$ cat src/rtl/sr_ff_monitor.sv
// Receiving-end checker for a clocked SR flip-flop: tracks a reference Q from the
// sampled S/R stream, flags Q/Qbar disagreements and S=R=1 commands, and counts events.
module sr_ff_monitor #(
  parameter int unsigned CNT_W       = 8,
  parameter bit          STOP_ON_ERR = 1'b1
) (
  input  logic             CLK,
  input  logic             rst,
  input  logic             en,
  input  logic             clr,
  input  logic             S,
  input  logic             R,
  input  logic             Q,
  input  logic             Qbar,
  output logic             exp_q,
  output logic             exp_valid,
  output logic             mismatch,
  output logic             forbidden,
  output logic             err_sticky,
  output logic [1:0]       state,
  output logic [CNT_W-1:0] set_cnt,
  output logic [CNT_W-1:0] rst_cnt,
  output logic [CNT_W-1:0] mis_cnt,
  output logic [CNT_W-1:0] forb_cnt
);

  typedef enum logic [1:0] {
    ST_UNK   = 2'b00,
    ST_TRACK = 2'b01,
    ST_FAIL  = 2'b10
  } state_t;

  state_t           state_q;
  state_t           state_d;
  logic             exp_q_d;
  logic             exp_valid_d;
  logic             mismatch_d;
  logic             forbidden_d;
  logic             sticky_d;
  logic             check_err_c;
  logic [CNT_W-1:0] set_d;
  logic [CNT_W-1:0] rst_d;
  logic [CNT_W-1:0] mis_d;
  logic [CNT_W-1:0] forb_d;

  // Counters stick at all-ones instead of wrapping.
  function automatic logic [CNT_W-1:0] sat_inc(input logic [CNT_W-1:0] v);
    return (&v) ? v : v + CNT_W'(1);
  endfunction

  // Next-state, model and event logic; clr overrides en, FAIL freezes everything.
  always_comb begin
    state_d     = state_q;
    exp_q_d     = exp_q;
    mismatch_d  = 1'b0;
    forbidden_d = 1'b0;
    sticky_d    = err_sticky;
    set_d       = set_cnt;
    rst_d       = rst_cnt;
    mis_d       = mis_cnt;
    forb_d      = forb_cnt;
    check_err_c = 1'b0;

    if (clr) begin
      state_d  = ST_UNK;
      exp_q_d  = 1'b0;
      sticky_d = 1'b0;
      set_d    = '0;
      rst_d    = '0;
      mis_d    = '0;
      forb_d   = '0;
    end else if (en && (state_q != ST_FAIL)) begin
      // Q here is the DUT's response to the command sampled on the previous edge.
      check_err_c = (state_q == ST_TRACK) && ((Q != exp_q) || (Q == Qbar));
      mismatch_d  = check_err_c;
      forbidden_d = S & R;

      if (S & ~R) set_d  = sat_inc(set_cnt);
      if (~S & R) rst_d  = sat_inc(rst_cnt);
      if (S & R)  forb_d = sat_inc(forb_cnt);
      if (check_err_c) begin
        mis_d    = sat_inc(mis_cnt);
        sticky_d = 1'b1;
      end

      case (state_q)
        ST_UNK: begin
          if (S & ~R) begin
            exp_q_d = 1'b1;
            state_d = ST_TRACK;
          end else if (~S & R) begin
            exp_q_d = 1'b0;
            state_d = ST_TRACK;
          end
        end
        ST_TRACK: begin
          if (check_err_c && STOP_ON_ERR) begin
            state_d = ST_FAIL;
          end else if (S & R) begin
            state_d = ST_UNK;
            exp_q_d = 1'b0;
          end else if (S) begin
            exp_q_d = 1'b1;
          end else if (R) begin
            exp_q_d = 1'b0;
          end
        end
        default: begin
        end
      endcase
    end

    exp_valid_d = (state_d == ST_TRACK);
  end

  // State and output registers.
  always_ff @(posedge CLK or posedge rst) begin
    if (rst) begin
      state_q    <= ST_UNK;
      exp_q      <= 1'b0;
      exp_valid  <= 1'b0;
      mismatch   <= 1'b0;
      forbidden  <= 1'b0;
      err_sticky <= 1'b0;
      set_cnt    <= '0;
      rst_cnt    <= '0;
      mis_cnt    <= '0;
      forb_cnt   <= '0;
    end else begin
      state_q    <= state_d;
      exp_q      <= exp_q_d;
      exp_valid  <= exp_valid_d;
      mismatch   <= mismatch_d;
      forbidden  <= forbidden_d;
      err_sticky <= sticky_d;
      set_cnt    <= set_d;
      rst_cnt    <= rst_d;
      mis_cnt    <= mis_d;
      forb_cnt   <= forb_d;
    end
  end

  assign state = state_q;

endmodule

$ cat config.mk
export PLATFORM = sky130hd
export DESIGN_NAME = sr_ff_monitor
export DESIGN_NICKNAME = d
export VERILOG_FILES = /design/src/rtl/sr_ff_monitor.sv
export SDC_FILE = /design/constraint.sdc
export NUM_CORES = 1
export LEC_CHECK = 0
export ABC_CLOCK_PERIOD_IN_PS = 3050
export BUFFER_PORTS_ARGS = -buffer_cell sky130_fd_sc_hd__buf_2
export CAP_MARGIN = 10
export CORE_MARGIN = 2
export CORE_UTILIZATION = 40
export CTS_CLUSTER_DIAMETER = 60
export CTS_CLUSTER_SIZE = 8
export DETAILED_ROUTE_END_ITERATION = 7
export GPL_ROUTABILITY_DRIVEN = 0
export MAX_ROUTING_LAYER = met4
export SYNTH_ARGS = -nofsm -noshare
export SYNTH_HDL_FRONTEND = slang
export SYNTH_SLANG_ARGS = --single-unit
export TNS_END_PERCENT = 1
$ cat constraint.sdc
create_clock -name CLK -period 3.05 [get_ports CLK]
set_input_delay 0.4575 -clock CLK [delete_from_list [all_inputs] [get_ports CLK]]
set_output_delay 0.4575 -clock CLK [all_outputs]
set_load 0.01 [all_outputs]
# Word-level counts from Yosys, hierarchy flattened
# Index checks and enable logic that the tools add are counted.
op_classes:
  n_addsub: 4
  n_mux: 39
  bitwise: 5
  reduce_logical: 20
  eq_ne: 12
op_table:
  columns: ["op", "n"]
  rows:
  - ["$mux W8", 16]
  - ["$add A8 B1 Y8 const B", 4]
  - ["$reduce_and A8 Y1", 4]
  - ["$mux W1", 15]
  - ["$mux W2", 6]
  - ["$reduce_and A3 Y1", 4]
  - ["$ne A2 B2 Y1 const B", 5]
  - ["$reduce_bool A2 Y1", 5]
  - ["$ne A5 B4 Y1 const B", 1]
  - ["$reduce_and A5 Y1", 1]
  - ["$eq A2 B1 Y1 const B", 2]
  - ["$ne A4 B4 Y1 const B", 1]
  - ["$pmux W2 S2", 1]
  - ["$and A1 B1 Y1", 3]
  - ["$ne A3 B3 Y1 const B", 1]
  - ["$reduce_bool A3 Y1", 1]
  - ["$logic_and A1 B1 Y1", 2]
  - ["$logic_not A2 Y1", 1]
  - ["$not A1 Y1", 2]
  - ["$pmux W1 S2", 1]
  - ["$reduce_and A2 Y1", 1]
  - ["$eq A1 B1 Y1", 1]
  - ["$logic_or A1 B1 Y1", 1]
  - ["$ne A1 B1 Y1", 1]
totals:
  input_bits: 8
  out_inout_bits: 39
  regBits: 39

# Logic depth before layout (Yosys ltp)
# Gate-level depths: netlist of run 1.
logic_depth:
  ltp_word: 8
  mapped_depth: 6
  mapped_depth_nobuf: 5

# Worst setup path after synthesis of run 1
# OpenSTA, ideal clock, no wires.
synth_timing:
  path_kind: "register to register"
  start: "register forb_cnt[0]"
  end: "register forb_cnt[4]"
  path_stages_with_launch: 6
  required_time_ps: 2922
  path_slack_ps: 1078
  n_path_buf: 0
  synth_period_minus_slack_ps: 1972
  arrival_ps: 1844
  cell_sequence: "dfrtp_1 > ha_1 > inv_1 > or4_1 > a311oi_1 > mux2_1"
synth_between:
  elab_chain_len: 5
  word_cells_on_any_way: 8
synth_rtl:
  columns: ["item", "line_no", "rtl"]
  rows:
  - ["start, declared", "24", "output logic [CNT_W-1:0] forb_cnt"]
  - ["start signal, assigned", "139", "forb_cnt <= forb_d;"]
  - ["$add A8 B1 Y8", "48", "return (&v) ? v : v + CNT_W'(1);"]
  - ["$mux W8", "48", null]
  - ["$mux W8", "80", "if (S & R) forb_d = sat_inc(forb_cnt);"]
  - ["$mux W8", "72", "end else if (en && (state_q != ST_FAIL)) begin"]
  - ["$mux W8", "64", "if (clr) begin"]
# Several ways; a longest one is shown, not always the timed one. The select of a mux whose other input is x is not followed.
# A chain may end at the register's enable or synchronous reset.

# Worst setup path after layout of run 1
# Ends and elaborated chain as after synthesis.

==> results of run 1 <==
power breakdown:
group	total [mW]	switching, mW	internal [mW]
Clock	0.509	0.182	0.327
Sequential	0.534	0.00846	0.525
Combinational	0.0791	0.0527	0.0265
logic make-up after synthesis:
group | after synthesis
and+or+nand+nor | 94
AOI/OAI and AO/OA | 68
DFF | 39
buffers and inverters | 19
muxes | 5
adders and majority gates | 4
layout by cell type, fill, tap and decap left out, types with 2 or more instances in the layout:
cell       count
buf_2         46
dfrtp_1       39
a21oi_1       29
nand2_1       16
or4_1         12
nand3_1       12
o21ai_0       12
inv_1         11
or3_1         10
nor2_1        10
nor2b_1        7
o31ai_1        7
o41ai_1        6
nor4_1         5
nor3_1         5
clkbuf_8       5
nand4_1        4
a31oi_1        4
ha_1           4
buf_4          4
nand3b_1       3
mux2_2         3
and3_1         3
nand2b_1       2
o2111ai_1      2
a311oi_1       2
a211oi_1       2
bufinv_16      2
critical path: stages, from the launching register on:
cell      delay (ns)
dfrtp_1         0.42
ha_1            0.25
inv_1           0.05
or4_1           0.58
a311oi_1        0.29
mux2_1          0.34
how the worst max path moves through the flow:
| stage | startpoint | to | slack (ns) | cells past startpoint |
|---|---|---|---|---|
| after floorplan | forb_cnt[0] | forb_cnt[4] | 1.08 | 5 |
| after global placement | R | forb_cnt[4] | 1.02 | 5 |
| after detailed placement | R | forb_cnt[4] | 0.99 | 5 |
| after CTS | forb_cnt[0] | forb_cnt[4] | 1.00 | 5 |
| after global routing | forb_cnt[0] | forb_cnt[4] | 0.87 | 5 |
| final | forb_cnt[0] | forb_cnt[4] | 1.01 | 5 |
cell type report:
| type | count | area [sq um] |
|---|---|---|
| fill | 505 | 2550 |
| multi-input combinational | 171 | 1060 |
| sequential | 39 | 976 |
| timing repair buffer | 50 | 260 |
| tap | 70 | 87.6 |
| clock buffer | 6 | 72.6 |
| clock inverter | 2 | 60.1 |
| inverter | 11 | 41.3 |
stage by stage:
step,instances,area [sq um],power [mW],hold slack [ns]
2_1_floorplan,229,2110,0.592,0.544
3_3_place_gp,341,2420,0.624,0.503
3_5_place_dp,341,2420,0.625,0.509
4_1_cts,349,2550,1.14,0.353
5_1_grt,349,2550,1.17,0.415
6_report,349,2550,1.12,0.327
sequential cells by signal (all words and copies together) (netlist names):
register / flops
err_sticky: 1
exp_q: 1
exp_valid: 1
forb_cnt: 8
forbidden: 1
mis_cnt: 8
mismatch: 1
rst_cnt: 8
set_cnt: 8
state: 2
metal layers:
metal  share of wire  global-route usage
met1            0.50               0.245
met2            0.46               0.274
met3           0.035              0.0344
met4          0.0067              0.0509
met5               0                   -
==> metrics.cfg, run 1 <==
[run_status]
status=completed

[cts]
cts.sinks=39
cts_buffers=5
worstSkewPairLatency_ns=0.29
post_cts_buffers=0
ctsResizeCount=0
cts_tree=yes
path_clk_slew_ns=0.08
htree_num_levels=2
cts_max_path_buffers=2
cts.hold.buffers_added=0
cts-root-buf=clkbuf_8

[yosys]
ys_types=37
seq_area_frac_synth=0.463
synthMuxAreaShare=0.0261
synthArstFlopShare=1.00
synth_compound_area_frac=0.201
synth_area_leaders=dfrtp_1 (46%), a21oi_1 (6.9%), or4_1 (4.3%), or3_1 (3.0%), nand3_1 (2.9%)
synthAdderAreaFrac=0.0238
yosysMostFrequentCell=dfrtp_1
synthSimpleGateAreaFrac=0.251
yosysTopAreaCell=dfrtp_1
synth_nets=241
synth.top_cell.area_share=0.463
synth_xor_area_frac=0
yosysWarningCount=0
synth_commonest_cells=dfrtp_1 (39), a21oi_1 (29), nand2_1 (16)
ys_ff_latch=39
synth_top_family_by_area=simple AND/OR/NAND/NOR gates
synth-main-ff-cell=dfrtp_1
synthCells=229
synth-edff-count=0
synthesis.area_sq_um=2110
synth_area_per_cell_sq_um=9.20

[route]
drt_pass1_iterations=4
wire_per_inst_um=13.8
ant_nets=0
remaining_drc_errors=0
dr_total_vias=1940
first_iter_violations=64
viasPerCell=5.56
finalWirelength_mm=4.80

[job]
drv_cap=0

[finish]
layout.nets=290
drive_above_1_share=0.222
antenna-diode-count=0
utilization=0.500
area_delta_synth_final_pct=21.3

[worst_setup_path]
rr_worst_depth=5
rrSetupSlack_ns=1.01
endpoint_kind=flop
r2r-end=forb_cnt[4]
required_ns=3.23
start_kind=flop
cp_data_arrival_time_ns=2.22
crit_fanout=6
crit_type=reg2reg
reg2reg_from=forb_cnt[0]

[floorplanning]
die_x_um=76.6
initial_core_util=0.412
dieHeight_um=76.6
io_pins=47
coreArea_sq_um=5110
dieArea_sq_um=5860
core.rowCount=26

[power_and_ir_drop]
power_leakage_nw=1.14
vdd_drop_max_mv=0.256
power.density_nw_per_um2=439

[timing]
fin_crit_sh=0.668
period_needed_ns=2.04
rsz0062_at_grt=false
hold_viol=0
tightest_slew_ns=0.859
finalSetupViolations=0
tns_ns=0
setup_ws_ns=1.01
fin_skew_ns=0.00783
slew_viol_final=0
fmax_mhz=491
relSlewSlack=0.427

[placement]
portBuffers=46
post-place-ws_ns=0.987
dpl.hpwl_mm=3.46

[global_route]
grt_pass1_wl_mm=8.43
antenna_found_initial=0
grtUsageTotal=0.180
gr-total-overflow=0
grt_start_max_net_pins=27
grt_pass1_vias=1842

[worst_hold_path]
hold_path_class=in2async

Power figures use the tool's default switching activity.
==> inputs of run 2 (changes only) <==
ABC_CLOCK_PERIOD_IN_PS = 1800   (was 3050)
clock period = 1.8 ns   (was 3.05 ns; I/O delays follow)
==> metrics.cfg, run 2 (same netlist as run 1, synthesis figures left out) <==
[finish]
antenna-diode-count=0  ; unchanged
utilization=0.530  ; was 0.500
mostFrequentLayoutCell=buf_2  ; unchanged
drive_above_1_share=0.301  ; was 0.222
fillers=520  ; was 505
layout.nets=310  ; was 290
layout_common_cells=buf_2 (46), dfrtp_1 (39), a21oi_1 (29)  ; unchanged
area_delta_synth_final_pct=28.5  ; was 21.3%

[power_and_ir_drop]
pwr-share-comb=0.095  ; was 0.071
p_sw_frac=0.239  ; was 0.217
p_seq_frac=0.526  ; was 0.476
power_leakage_nw=1.23  ; was 1.14 nW
clock_power_share=0.380  ; was 0.454
vdd_drop_max_mv=0.380  ; was 0.256 mV
power.density_nw_per_um2=632  ; was 439 nW/um^2
intPower_mw=1.30  ; was 879 uW
p_sw_uw=408  ; was 243 uW

[timing]
fin_crit_sh=1.01  ; was 0.668
slew_viol_final=0  ; unchanged
tightest_slew_ns=0.624  ; was 0.859 ns
finalSetupViolations=2  ; was 0
setup_ws_ns=-0.0129  ; was 1.01 ns
relSlewSlack=0.582  ; was 0.427
fmax_mhz=552  ; was 491 MHz
rsz0062_at_grt=true  ; was false
period_needed_ns=1.81  ; was 2.04 ns
tns_ns=-0.0238  ; was 0 ns
hold_viol=0  ; unchanged
fin_skew_ns=0.00490  ; was 0.00783 ns

[floorplanning]
initial_core_util=0.412  ; unchanged
die_x_um=76.6  ; unchanged
coreArea_sq_um=5110  ; unchanged
io_pins=47  ; unchanged
dieArea_sq_um=5860  ; unchanged
core.rowCount=26  ; unchanged
dieHeight_um=76.6  ; unchanged

[run_status]
status=complete, but fails checks  ; was completed
violations=negative setup slack

[worst_setup_path]
crit_type=reg2reg  ; unchanged
start_kind=flop  ; unchanged
cp_data_arrival_time_ns=2.03  ; was 2.22 ns
endpoint_kind=flop  ; unchanged
required_ns=2.02  ; was 3.23 ns
crit_fanout=7  ; was 6

[global_route]
antenna_found_initial=0  ; unchanged
grt_start_max_net_pins=40  ; was 27
grt_pass1_vias=1832  ; was 1842
grtUsageTotal=0.184  ; was 0.180
grt_pass1_wl_mm=8.53  ; was 8.43 mm
gr-total-overflow=0  ; unchanged

[cts]
worstSkewPairLatency_ns=0.29  ; about the same
cts_tree=yes  ; unchanged
post_cts_buffers=0  ; unchanged
htree_num_levels=2  ; unchanged
path_clk_slew_ns=0.07  ; was 0.08 ns
cts_max_path_buffers=2  ; unchanged
cts.sinks=39  ; unchanged
cts-root-buf=clkbuf_8  ; unchanged
cts.hold.buffers_added=0  ; unchanged
cts_buffers=5  ; unchanged
ctsResizeCount=0  ; unchanged

[route]
ant_nets=0  ; unchanged
viasPerCell=5.62  ; was 5.56
dr_total_vias=2072  ; was 1940
wire_per_inst_um=13.7  ; was 13.8 um
first_iter_violations=87  ; was 64
remaining_drc_errors=0  ; unchanged
drt_pass1_iterations=4  ; unchanged
finalWirelength_mm=5.07  ; was 4.80 mm

[placement]
portBuffers=46  ; unchanged
dpl.hpwl_mm=3.69  ; was 3.46 mm

[worst_hold_path]
hold_path_class=in2async  ; unchanged

[job]
drv_cap=0  ; unchanged

## run 2: worst paths after layout
kind,from,end,slack (ns),depth (start not counted)
max,state[1],set_cnt[5],-0.01,4
min,rst,mismatch,0.09,3
max reg2reg,state[1],set_cnt[5],-0.01,4
min reg2reg,err_sticky,err_sticky,0.52,2
max in group asynchronous,rst,set_cnt[2],1.37,3
min in group CLK,S,exp_q,0.30,3
## run 2: layout make-up
class                      instances  area (sq um)  area share
clock buffer                       8           100      0.0370
inverter                          11          41.3      0.0153
multi-input combinational        171          1090       0.403
sequential                        39           976       0.361
tap                               70          87.6      0.0324
timing repair buffer              70           410       0.152
## run 2: power by group through the flow
stage	Combinational (mW)	Sequential, mW	Clock, mW
finish	0.162	0.899	0.649
global route	0.183	0.901	0.710
CTS	0.165	0.898	0.673
detailed placement	0.165	0.916	0
global placement	0.162	0.916	0
floorplan	0.0780	0.926	0
## run 2: routing by layer
metal,wire [um],track usage,share of wire,up-vias
met5,0,-,0,-
met4,72,0.0564,0.014,0
met3,166,0.0403,0.033,9
met2,2380,0.288,0.47,44
met1,2450,0.240,0.48,999
li1,-,-,-,1020
## run 2: stage by stage
step           setup slack (ns)  std cells  cell area (sq um)  power (mW)  hold WS, ns
6_report                -0.0129        369               2710        1.71       0.0881
5_1_grt                 -0.0763        369               2710        1.79        0.138
4_1_cts                 -0.0183        369               2680        1.74        0.101
3_5_place_dp           -0.00825        361               2580        1.08        0.423
3_3_place_gp             0.0361        361               2580        1.08        0.423
2_1_floorplan           -0.0581        229               2120        1.00        0.428
## run 2: worst max-delay path, stage by stage (launching register included)
cell and delay, ns:
dfrtp_1 0.38, nor2b_1 0.18, or3_1 0.48, or4_1 0.55
a21oi_1 0.15
==> inputs of run 3 (changes only) <==
CORE_MARGIN = 8   (was 2)
PLACE_DENSITY = 0.71   (was not set)
==> metrics.cfg, run 3 (same netlist as run 1, synthesis figures left out) <==
[timing]
rsz0062_at_grt=true  ; unchanged
slew_viol_final=0  ; unchanged
fmax_mhz=556  ; was 552 MHz
tightest_slew_ns=0.497  ; was 0.624 ns
finalSetupViolations=0  ; was 2
fin_crit_sh=0.999  ; was 1.01
hold_viol=0  ; unchanged
relSlewSlack=0.669  ; was 0.582
tns_ns=0  ; was -0.0238 ns
period_needed_ns=1.80  ; was 1.81 ns
fin_skew_ns=0.00808  ; was 0.00490 ns

[worst_setup_path]
start_kind=flop  ; unchanged
crit_cells=5  ; was 4
crit_fanout=4  ; was 7
cp_slowest_cell=or4_4  ; was or4_1
required_ns=1.98  ; was 2.02 ns
endpoint_kind=flop  ; unchanged
cpPeakStageDelay_ns=0.53  ; was 0.55 ns
crit_type=reg2reg  ; unchanged
rr_worst_depth=5  ; was 4
crit_family=simple AND/OR/NAND/NOR gates  ; unchanged
crit_buf_inv=1  ; was 0
cp_data_arrival_time_ns=1.97  ; was 2.03 ns
cp_cell_sequence=ha_2, inv_2, or4_4, a311oi_2, mux2_4  ; was nor2b_1, or3_1, or4_1, a21oi_1

[run_status]
status=completed  ; was complete, but fails checks

[finish]
layout_common_cells=buf_2 (46), dfrtp_1 (39), a21oi_1 (27)  ; was buf_2 (46), dfrtp_1 (39), a21oi_1 (29)
final_cells=370  ; was 369
layout.nets=311  ; was 310
antenna-diode-count=0  ; unchanged
multi_input_area_sq_um=1130  ; was 1090 sq um
area_delta_synth_final_pct=30.8  ; was 28.5%
regArea_sq_um=976  ; unchanged
mostFrequentLayoutCell=buf_2  ; unchanged
drive_above_1_share=0.330  ; was 0.301
fillers=477  ; was 520

[cts]
cts.hold.buffers_added=0  ; unchanged
post_cts_buffers=0  ; unchanged
cts.sinks=39  ; unchanged
worstSkewPairLatency_ns=0.29  ; about the same
htree_num_levels=2  ; unchanged
cts-root-buf=clkbuf_8  ; unchanged
path_clk_slew_ns=0.08  ; was 0.07 ns
cts_tree=yes  ; unchanged
cts_max_path_buffers=2  ; unchanged
cts_buffers=5  ; unchanged

[placement]
portBuffers=46  ; unchanged
dpl.hpwl_mm=3.93  ; was 3.69 mm
dp.cells=362  ; was 361

[route]
remaining_drc_errors=0  ; unchanged
finalWirelength_mm=5.39  ; was 5.07 mm
wire_per_inst_um=14.6  ; was 13.7 um
first_iter_violations=69  ; was 87
dr_total_vias=2063  ; was 2072
viasPerCell=5.58  ; was 5.62
drt_pass1_iterations=4  ; unchanged
ant_nets=0  ; unchanged

[floorplanning]
dieHeight_um=88.6  ; was 76.6 um
io_pins=47  ; unchanged
dieArea_sq_um=7840  ; was 5860 sq um
core.rowCount=26  ; unchanged
coreArea_sq_um=5110  ; unchanged
initial_core_util=0.412  ; unchanged
die_x_um=88.6  ; was 76.6 um

[global_route]
grt_start_max_net_pins=40  ; unchanged
antenna_found_initial=0  ; unchanged
gr-total-overflow=0  ; unchanged
grtUsageTotal=0.147  ; was 0.184
grt_pass1_vias=1878  ; was 1832
grt_pass1_wl_mm=8.92  ; was 8.53 mm

[power_and_ir_drop]
power.density_nw_per_um2=627  ; was 632 nW/um^2
power_leakage_nw=1.24  ; was 1.23 nW
vdd_drop_max_mv=0.338  ; was 0.380 mV

[worst_hold_path]
hold_path_class=in2async  ; unchanged

[job]
drv_cap=0  ; unchanged

-- run 3: layout make-up --
type / instances / share of cell area
Clock buffer: 7 / 0.0350
Timing Repair Buffer: 71 / 0.152
Tap cell: 70 / 0.0318
Sequential cell: 39 / 0.354
Multi-Input combinational cell: 171 / 0.409
Inverter: 11 / 0.0150
Clock inverter: 1 / 0.00273
-- run 3: power by group --
| group | total (mW) | switching, mW | internal, mW |
|---|---|---|---|
| Sequential | 0.901 | 0.0115 | 0.889 |
| Clock | 0.664 | 0.315 | 0.349 |
| Combinational | 0.163 | 0.0998 | 0.0628 |
| Total | 1.73 | 0.426 | 1.30 |
-- run 3: through the flow --
step / hold WS, ns / cell area [sq um] / setup slack (ns) / util / total power, mW
2_1_floorplan: 0.428 / 2120 / -0.0581 / - / 1.00
3_3_place_gp: 0.417 / 2590 / 0.0492 / 0.507 / 1.08
3_5_place_dp: 0.428 / 2590 / -0.00830 / 0.507 / 1.08
4_1_cts: 0.104 / 2700 / -0.00678 / 0.529 / 1.75
5_1_grt: 0.169 / 2750 / -0.0750 / 0.539 / 1.80
6_report: 0.0921 / 2750 / 0.00186 / 0.539 / 1.73
-- run 3: layer usage --
layer,GRT usage,wire length [um],vias up
met1,0.187,2530,1006
met3,0.0362,313,3
li1,-,-,1014
met4,0.0461,34,0
met2,0.224,2510,40
met5,-,0,-
-- run 3: final timing paths --
check | start | to | slack (ns)
setup / recovery | forb_cnt[0] | forb_cnt[4] | 0.002
hold / removal | rst | mis_cnt[5] | 0.09
setup reg to reg | forb_cnt[0] | forb_cnt[4] | 0.002
hold reg to reg | err_sticky | err_sticky | 0.52
max in group asynchronous | rst | forb_cnt[7] | 1.37
min in group CLK | S | exp_q | 0.28
-- run 3: worst min-delay path: cells and delay by family --
family | cells | cell delay, ns
buffers and inverters | 3 | 0.56
-- run 3: repair_timing --
| item | CTS | global route |
|---|---|---|
| setup endpoints to repair | 2 | 11 |
| gates cloned | 0 | 0 |
| resized for setup | 1 | 12 |
